### src/rtl/ysyx_22050710_pkg.sv
// ============================================================================
// Module   : ysyx_22050710_pkg
// Brief    : Shared widths, reset PC and state encodings for the PC unit.
// Revision : 1.0 - initial release
// ============================================================================
`default_nettype none

package ysyx_22050710_pkg;

    localparam int XLEN    = 64;
    localparam int INST_W  = 32;
    localparam int STATE_W = 3;

    localparam logic [XLEN-1:0] DEFAULT_RESET_PC = 64'h8000_0000;

    localparam logic [STATE_W-1:0] S_IDLE  = 3'd0;
    localparam logic [STATE_W-1:0] S_FETCH = 3'd1;
    localparam logic [STATE_W-1:0] S_WAIT  = 3'd2;
    localparam logic [STATE_W-1:0] S_EXEC  = 3'd3;
    localparam logic [STATE_W-1:0] S_HALT  = 3'd4;

    // No compressed instructions, so any nonzero low pair is a bad target.
    function automatic logic is_misaligned(input logic [XLEN-1:0] addr);
        return addr[1:0] != 2'b00;
    endfunction

endpackage

`default_nettype wire

### src/rtl/ysyx_22050710_reg.sv
// ============================================================================
// Module   : ysyx_22050710_reg
// Brief    : Generic register with write enable and async active-high reset.
// Revision : 1.0 - initial release
// ============================================================================
`default_nettype none

module ysyx_22050710_reg #(
    parameter int               WIDTH     = 1,
    parameter logic [WIDTH-1:0] RESET_VAL = '0
) (
    input  logic             i_clk,
    input  logic             i_rst,
    input  logic             i_en,
    input  logic [WIDTH-1:0] i_d,
    output logic [WIDTH-1:0] o_q
);

    logic [WIDTH-1:0] data_q;
    logic [WIDTH-1:0] data_d;

    always_comb begin
        data_d = i_en ? i_d : data_q;
    end

    always_ff @(posedge i_clk or posedge i_rst) begin
        if (i_rst) begin
            data_q <= RESET_VAL;
        end else begin
            data_q <= data_d;
        end
    end

    assign o_q = data_q;

endmodule

`default_nettype wire

### src/rtl/ysyx_22050710_pcu.sv
// ============================================================================
// Module   : ysyx_22050710_pcu
// Brief    : PC ownership, fetch sequencing and retire/halt control.
// Revision : 1.0 - initial release
// ============================================================================
`default_nettype none

module ysyx_22050710_pcu
    import ysyx_22050710_pkg::*;
#(
    parameter logic [XLEN-1:0] RESET_PC = DEFAULT_RESET_PC
) (
    input  logic              i_clk,
    input  logic              i_rst,
    output logic              o_ifu_req_valid,
    input  logic              i_ifu_req_ready,
    output logic [XLEN-1:0]   o_ifu_addr,
    input  logic              i_ifu_rsp_valid,
    input  logic [INST_W-1:0] i_ifu_rsp_inst,
    output logic [XLEN-1:0]   o_pc,
    output logic [INST_W-1:0] o_inst,
    output logic              o_inst_valid,
    input  logic              i_exu_done,
    input  logic [XLEN-1:0]   i_dnpc,
    input  logic              i_halt,
    output logic              o_halted,
    output logic              o_fault,
    output logic [XLEN-1:0]   o_retire_cnt
);

    logic [STATE_W-1:0] state_q;
    logic [STATE_W-1:0] state_d;
    logic               fault_q;
    logic               fault_d;

    logic               w_pc_we;
    logic               w_inst_we;
    logic               w_retire;
    logic [XLEN-1:0]    w_retire_next;

    always_comb begin
        state_d   = state_q;
        fault_d   = fault_q;
        w_pc_we   = 1'b0;
        w_inst_we = 1'b0;
        w_retire  = 1'b0;
        case (state_q)
            S_IDLE: begin
                state_d = S_FETCH;
            end
            S_FETCH: begin
                if (i_ifu_req_ready) begin
                    state_d = S_WAIT;
                end
            end
            S_WAIT: begin
                if (i_ifu_rsp_valid) begin
                    w_inst_we = 1'b1;
                    state_d   = S_EXEC;
                end
            end
            S_EXEC: begin
                // ebreak outranks a bad target: the halting instruction still retires.
                if (i_exu_done) begin
                    if (i_halt) begin
                        w_retire = 1'b1;
                        state_d  = S_HALT;
                    end else if (is_misaligned(i_dnpc)) begin
                        fault_d  = 1'b1;
                        state_d  = S_HALT;
                    end else begin
                        w_pc_we  = 1'b1;
                        w_retire = 1'b1;
                        state_d  = S_FETCH;
                    end
                end
            end
            S_HALT: begin
                state_d = S_HALT;
            end
            default: begin
                state_d = S_IDLE;
            end
        endcase
    end

    always_ff @(posedge i_clk or posedge i_rst) begin
        if (i_rst) begin
            state_q <= S_IDLE;
            fault_q <= 1'b0;
        end else begin
            state_q <= state_d;
            fault_q <= fault_d;
        end
    end

    assign w_retire_next = o_retire_cnt + 64'd1;

    ysyx_22050710_reg #(
        .WIDTH     (XLEN),
        .RESET_VAL (RESET_PC)
    ) u_pc_reg (
        .i_clk (i_clk),
        .i_rst (i_rst),
        .i_en  (w_pc_we),
        .i_d   (i_dnpc),
        .o_q   (o_pc)
    );

    ysyx_22050710_reg #(
        .WIDTH     (INST_W),
        .RESET_VAL ('0)
    ) u_inst_reg (
        .i_clk (i_clk),
        .i_rst (i_rst),
        .i_en  (w_inst_we),
        .i_d   (i_ifu_rsp_inst),
        .o_q   (o_inst)
    );

    ysyx_22050710_reg #(
        .WIDTH     (XLEN),
        .RESET_VAL ('0)
    ) u_retire_reg (
        .i_clk (i_clk),
        .i_rst (i_rst),
        .i_en  (w_retire),
        .i_d   (w_retire_next),
        .o_q   (o_retire_cnt)
    );

    // Every output is a register or a pure decode of state.
    assign o_ifu_req_valid = (state_q == S_FETCH);
    assign o_inst_valid    = (state_q == S_EXEC);
    assign o_halted        = (state_q == S_HALT);
    assign o_fault         = fault_q;
    assign o_ifu_addr      = o_pc;

endmodule

`default_nettype wire

### config.mk
export PLATFORM = sky130hd
export DESIGN_NAME = ysyx_22050710_pcu
export DESIGN_NICKNAME = d
export VERILOG_FILES = /design/src/rtl/ysyx_22050710_pkg.sv /design/src/rtl/ysyx_22050710_reg.sv /design/src/rtl/ysyx_22050710_pcu.sv
export SDC_FILE = /design/constraint.sdc
export NUM_CORES = 1
export LEC_CHECK = 0
export BUFFER_PORTS_ARGS = -buffer_cell sky130_fd_sc_hd__buf_2
export CAP_MARGIN = 0
export CORE_ASPECT_RATIO = 1.1
export CORE_MARGIN = 2
export CORE_UTILIZATION = 40
export DETAILED_ROUTE_END_ITERATION = 12
export GPL_TIMING_DRIVEN = 0
export PLACE_DENSITY = 0.69
export SYNTH_ARGS = -nofsm -noshare
export SYNTH_HDL_FRONTEND = slang
export SYNTH_HIERARCHICAL = 1
export SYNTH_SLANG_ARGS = --single-unit
### constraint.sdc
create_clock -name i_clk -period 3.3 [get_ports i_clk]
set_clock_uncertainty 0.15 [all_clocks]
set_input_delay 0.33 -clock i_clk [delete_from_list [all_inputs] [get_ports i_clk]]
set_output_delay 0.33 -clock i_clk [all_outputs]
set_load 0.01 [all_outputs]
==> flow_summary_export.csv, run 1 <==
group,metric,value,unit
global_routing,track_usage,0.2246,
synthesis,synth_area_leader_cell,"dfrtp_1",
global_routing,grt_pass1_wl,40830,um
synthesis,netlist_instances,656,
synthesis,synth_edf_count,0,
detailed_routing,wire_per_inst,19.00,um
final_layout,nets,1204,
floorplanning,core_area,21970,um^2
sta,fmax,367.6,MHz
setup_path,cp_max_fo,7,
sta,relSlewSlack,0.1676,
floorplanning,die-area,23410,um^2
detailed_routing,dr.pass1.iters,4,
global_routing,grt_max_degree,65,
floorplanning,die-height,160.3,um
clock_network,cts_tree,"yes",
sta,drv_slew,0,
global_routing,grt_overflow,0,
power,peakVddDrop,0.0003316,V
setup_path,r2r_slack,0.58,ns
run,max_cap_violations,0,
synthesis,yosys_warnings,6,
synthesis,synth_ff_type,"dfrtp_1",
detailed_routing,vias_per_cell,4.804,
setup_path,cp-startpoint,"u_retire_reg/o_q[0]",
power,powerDensity,652.6,nW/um^2
global_routing,antenna_found_initial,4,
detailed_routing,routed_wl,26850,um
sta,final_hold_viol_count,0,
synthesis,syn_area_per_cell,13.54,um^2
place,gp_congestion,0.8113,
global_routing,grt_pass1_vias,6998,
clock_network,path_clk_slew,0.07,ns
floorplanning,ios,330,
clock_network,cts_buffers,17,
power,p_leak,0.006566,uW
floorplanning,rows,57,
setup_path,ff2ff_path_depth,8,
sta,rsz0062_at_grt,"no",
detailed_routing,initialDrtViolationCount,266,
clock_network,clkLatencyLatePin,0.43,ns
clock_network,post_cts_resize_count,0,
synthesis,ys_seq_elements,164,
final_layout,stdcell_area,12460,um^2
place,dp_cells,1281,
synthesis,postSynth.asyncResetShare,1.000,
clock_network,cts_max_level,4,
final_layout,fin_cells,1413,
floorplanning,initial_core_util,0.4043,
synthesis,yosys.cell_count.top_type,"dfrtp_1",
worst_hold_path,min_path_type,"input pin to register",
worst_hold_path,hp-start,"i_dnpc[40]",
final_layout,drive_gt1_frac,0.5601,
synthesis,synth_fp_nets,759,
setup_path,crit_path_end_kind,"register",
synthesis,synth_top_area_share,0.4593,
detailed_routing,vias,6788,
setup_path,r2r_start,"u_retire_reg/o_q[0]",
sta,tightestPinTransition,1.247,ns
setup_path,setup.worst_path.end,"u_retire_reg/o_q[32]",
final_layout,n_fill_cell,1788,
sta,setup_tns,0,ns
synthesis,ys_top_cells_by_area,"dfrtp_1 46%, mux2_4 25%, buf_4 5.4%, buf_12 3.4%, xor2_1 3.2%",
floorplanning,die_x,146.1,um
outcome,status,"completed",
sta,min_period_over_period,0.8242,
place,dp_hpwl,18370,um
setup_path,r2r_end,"u_retire_reg/o_q[32]",
synthesis,synth_area,8881,um^2
setup_path,crit_arrival,2.87,ns
sta,fin_ws,0.5800,ns
synthesis,synthTopCellsByCount,"163 x dfrtp_1, 150 x mux2_4, 64 x buf_4, 32 x xor2_1",
final_layout,areaGrowthSynthToFinish,40.34,%
place,io_buffers,329,
detailed_routing,drc_errors,0,
detailed_routing,ant_nets,0,
synthesis,seq_area_frac_synth,0.4622,
sta,fin_crit,2.720,ns
place,place_area,10920,um^2
clock_network,cts.sinks,164,
sta,setup_violations,0,
synthesis,synth_cell_type_count,40,
setup_path,crit_type,"register to register",
clock_network,cts_buffer_depth,2,
power,total_power,8134,uW
clock_network,cts_root_buffer,"clkbuf_16",
place,dp_slack,0.6213,ns
setup_path,required,3.45,ns
setup_path,critPathLaunchType,"register",
-- layer usage --
layer	GRT usage	vias up	wire, um
met5	0	-	0
met4	0.1103	0	1204
met3	0.07400	60	1914
met2	0.3776	248	13240
met1	0.2577	3379	10490
li1	-	3101	-
-- area by class of cell --
class	instances	area (um^2)	share of cell area
flip-flops and latches	164	4105	0.3294
multi-input cells	391	3887	0.3119
repair buffers	426	2628	0.2108
plain buffers	86	832.0	0.06676
clock buffers	18	439.2	0.03524
well taps	295	369.1	0.02962
clock inverters	14	133.9	0.01074
inverters	15	58.81	0.004718
diodes	4	10.01	0.0008031
-- worst max-delay path: stages, from the launching register on --
cell and delay (ns):
dfrtp_1 0.46, ha_1 0.25, nand4_1 0.24, nor4_4 0.52
and3_1 0.22, buf_2 0.20, nand4_1 0.13, xnor2_1 0.16
mux2_4 0.26
-- report_power, final --
part / internal [uW] / switching (uW) / total (uW)
logic: 1810 / 1410 / 3220
registers: 2530 / 436 / 2970
clock network: 1020 / 928 / 1950
total: 5360 / 2780 / 8130
-- placed cells by master, fill, tap and decap left out, types with 3 or more instances in the layout --
| master | Yosys | final |
|---|---|---|
| inv_6 | 0 | 5 |
| nand2_1 | 29 | 29 |
| dfrtp_1 | 163 | 163 |
| inv_8 | 0 | 3 |
| nand4_1 | 19 | 19 |
| clkinvlp_4 | 0 | 3 |
| inv_1 | 15 | 13 |
| buf_4 | 64 | 64 |
| buf_2 | 2 | 331 |
| nor2_1 | 30 | 30 |
| buf_12 | 15 | 16 |
| buf_6 | 3 | 3 |
| a21oi_1 | 4 | 4 |
| xnor2_1 | 30 | 30 |
| dlygate4sd3_1 | 0 | 96 |
| and3_1 | 11 | 11 |
| diode_2 | 0 | 4 |
| clkbuf_16 | 0 | 17 |
| nand3_1 | 23 | 23 |
| xor2_1 | 32 | 32 |
| nor3_1 | 21 | 21 |
| nor4_2 | 4 | 4 |
| mux2_2 | 10 | 10 |
| mux2_4 | 150 | 150 |
-- state kept, by name, indices dropped and copies added (netlist names) --
name	cells
o_fault	1
state_q	3
u_inst_reg/o_q	32
u_pc_reg/o_q	64
u_retire_reg/o_q	64
-- what timing repair did --
item                                   4_1_cts  5_1_grt
endpoints found under the hold margin      165        0
hold buffers                                96        0
buffers inserted                             0        0
setup endpoints to repair                    0        0
-- how the worst min path moves through the flow --
| stage | cells past startpoint | to | slack [ns] |
|---|---|---|---|
| 5_1_grt | 2 | u_pc_reg/o_q[40] | 0.01 |
| 3_5_place_dp | 2 | state_q[1] | 0.14 |
| 6_report | 2 | u_pc_reg/o_q[40] | 0.02 |
| 4_1_cts | 2 | u_pc_reg/o_q[40] | 0.006 |
| 3_3_place_gp | 2 | state_q[1] | 0.12 |
| 2_1_floorplan | 1 | o_fault | -0.05 |
-- kinds of logic after synthesis --
family | after synthesis | synth area share
xor gates and xnor gates | 62 | 0.06114
muxes | 160 | 0.2663
DFF | 164 | 0.4622
AOI/OAI and AO/OA | 9 | 0.006481
buffers and inverters | 101 | 0.1000
and+or+nand+nor | 159 | 0.1024
adders and majority gates | 1 | 0.001409
-- per-stage QoR --
stage                     hold WS, ns  utilization
after floorplan              -0.05392            -
after global placement         0.1207       0.4961
after detailed placement       0.1434       0.4971
after CTS                    0.005753       0.5669
after global routing          0.01452       0.5674
final                         0.02104       0.5674
Note: power is estimated with default switching activity, not from simulation.
==> inputs of run 2 (changes only) <==
Settings changed: PLACE_DENSITY 0.69 to 0.72.
Clock period 3.3 ns to 2.5 ns, I/O delays scaled along.
==> flow_summary_export.csv, run 2 (same netlist as run 1, synthesis figures left out) <==
group,metric,value,unit
sta,drv_slew,0,
final_layout,ff_latch_area,4109,um^2
detailed_routing,wire_per_inst,18.85,um
worst_hold_path,min_path_type,"input pin to register",
power,p_leak,0.006649,uW
global_routing,antenna_found_initial,1,
setup_path,critPathLaunchType,"register",
setup_path,required,2.66,ns
sta,fin_ws,0.1264,ns
setup_path,crit_arrival,2.53,ns
sta,fmax,421.3,MHz
floorplanning,core_area,21970,um^2
clock_network,path_clk_slew,0.07,ns
detailed_routing,wl_met2,13160,um
floorplanning,die-area,23410,um^2
power,power_frac_clock,0.246,
global_routing,grt_max_degree,37,
setup_path,cp_max_fo,6,
worst_hold_path,hold_depth,4,
global_routing,track_usage,0.2256,
final_layout,nets,1214,
sta,min_period_over_period,0.9494,
detailed_routing,wl_met1,10070,um
outcome,status,"completed",
worst_hold_path,hp-start,"i_ifu_req_ready",
clock_network,cts_tree,"yes",
final_layout,layout_commonest_cell,"buf_2",
global_routing,grt_pass1_wl,40980,um
detailed_routing,dr.pass1.iters,4,
setup_path,critPathBufInv,2,
sta,rsz0062_at_grt,"no",
final_layout,n_fill_cell,1772,
clock_network,clkLatencyLatePin,0.42,ns
sta,final_hold_viol_count,0,
setup_path,path_cells,"ha_4 > nand4_1 > nor4_4 > buf_4 > and3_1 > buf_4 > nand4_1 > xnor2_1 > mux2_4",
final_layout,areaGrowthSynthToFinish,42.62,%
clock_network,cts.sinks,164,
clock_network,cts_buffer_depth,2,
detailed_routing,vias,6823,
setup_path,crit_slowest_cell,"dfrtp_2",
final_layout,multi_input_area,3961,um^2
sta,tightestPinTransition,0.7908,ns
clock_network,cts_buffers,17,
power,sequentialPowerShare,0.359,
power,peakVddDrop,0.0004305,V
power,powerDensity,861.4,nW/um^2
floorplanning,rows,57,
global_routing,grt_pass1_vias,7085,
place,dp_hpwl,18580,um
clock_network,cts_root_buffer,"clkbuf_16",
setup_path,crit_path_end_kind,"register",
power,p_comb_frac,0.395,
worst_hold_path,min_to,"state_q[0]",
setup_path,r2r_start,"u_retire_reg/o_q[0]",
detailed_routing,ant_nets,0,
floorplanning,die_x,146.1,um
place,dp_slack,-0.1368,ns
power,p_switching,3624,uW
setup_path,r2r_slack,0.13,ns
setup_path,crit_type,"register to register",
power,switching_share,0.3322,
detailed_routing,vias_per_cell,4.805,
floorplanning,die-height,160.3,um
sta,fin_crit,2.374,ns
floorplanning,initial_core_util,0.4043,
power,intPower,7286,uW
run,max_cap_violations,0,
setup_path,critPathTopFamily,"simple AND/OR/NAND/NOR gates",
setup_path,ff2ff_path_depth,9,
clock_network,cts_max_level,4,
detailed_routing,routed_wl,26770,um
sta,relSlewSlack,0.4720,
final_layout,final_cell_mix,"330 x buf_2, 160 x dfrtp_1, 150 x mux2_4, 99 x dlygate4sd3_1, 70 x buf_4",
power,total_power,10910,uW
setup_path,r2r_end,"u_retire_reg/o_q[48]",
detailed_routing,drc_errors,0,
setup_path,cp_slowest_stage_delay,0.39,ns
detailed_routing,initialDrtViolationCount,249,
place,gp_congestion,0.8350,
detailed_routing,dr.max_layer_used,"met4",
global_routing,grt_overflow,0,
detailed_routing,wl_met3,2286,um
final_layout,drive_gt1_frac,0.5738,
sta,setup_violations,0,
floorplanning,ios,330,
place,io_buffers,329,
## run 2: cell types whose count changed in the layout (fill, tap and decap cells not counted), moves of 3 or more
| cell | delta |
|---|---|
| diode_2 | -3 |
| inv_6 | -3 |
| buf_4 | +6 |
| dfrtp_1 | -3 |
| nand3_2 | +3 |
| dfrtp_2 | +3 |
| nand3_1 | -3 |
| dlygate4sd3_1 | +3 |
## run 2: routing by layer
layer,vias to the layer above,track usage
li1,3130,-
met1,3372,0.2553
met2,258,0.3776
met3,63,0.07971
met4,0,0.1143
met5,-,0
## run 2: metrics by stage
| step | hold slack [ns] | setup TNS [ns] | cell area, um^2 | instances | utilization |
|---|---|---|---|---|---|
| after floorplan | -0.1339 | 0 | 8881 | 656 | - |
| after global placement | 0.02888 | -50.55 | 10900 | 1280 | 0.4961 |
| after detailed placement | 0.03980 | -1.261 | 10940 | 1282 | 0.4979 |
| after CTS | 0.008457 | 0 | 12590 | 1417 | 0.5731 |
| after global routing | 0.04164 | 0 | 12670 | 1420 | 0.5766 |
| final | 0.03040 | 0 | 12670 | 1420 | 0.5766 |
## run 2: worst register-to-register path, delay by kind of cell (launching register included)
family / cells / cell delay [ns]
XOR/XNOR: 1 / 0.16
AND/OR/NAND/NOR: 4 / 0.83
flip-flops: 1 / 0.39
multiplexers: 1 / 0.26
buffers and inverters: 2 / 0.34
adder cells (fa/ha/maj): 1 / 0.15
## run 2: what timing repair did
item | CTS | global route
cloned | 0 | 0
endpoints found under the setup margin | 21 | 19
hold buffers | 99 | 0
pin swaps | 1 | 3
resized for setup | 9 | 10
endpoints found under the hold margin | 167 | 0
setup buffers | 4 | 1
## run 2: worst max-delay path by stage
| stage | from | to | slack [ns] | cells past startpoint |
|---|---|---|---|---|
| 3_3_place_gp | i_rst | u_retire_reg/o_q[19] | -0.40 | 2 |
| 6_report | u_retire_reg/o_q[0] | u_retire_reg/o_q[48] | 0.13 | 9 |
| 3_5_place_dp | u_retire_reg/o_q[0] | u_retire_reg/o_q[50] | -0.14 | 7 |
| 2_1_floorplan | u_retire_reg/o_q[0] | u_retire_reg/o_q[48] | 0.16 | 8 |
| 4_1_cts | u_retire_reg/o_q[0] | u_retire_reg/o_q[22] | 0.03 | 8 |
| 5_1_grt | u_retire_reg/o_q[0] | u_retire_reg/o_q[52] | 0.003 | 9 |
## run 2: power groups by stage
stage	combinational, uW	sequential (uW)	clock [uW]
final	4310	3920	2680
after global routing	4540	4000	2860
after CTS	4250	3870	2730
after detailed placement	4040	3930	0
after global placement	3990	3890	0
after floorplan	2230	4140	0
## run 2: layout make-up
type                            count  area share
Antenna cell                        1   0.0001976
Buffer                             86     0.06589
Clock buffer                       18     0.03388
Clock inverter                     14     0.01334
Inverter                           15    0.004445
Multi-Input combinational cell    391      0.3128
Sequential cell                   164      0.3244
Tap cell                          295     0.02914
Timing Repair Buffer              436      0.2159
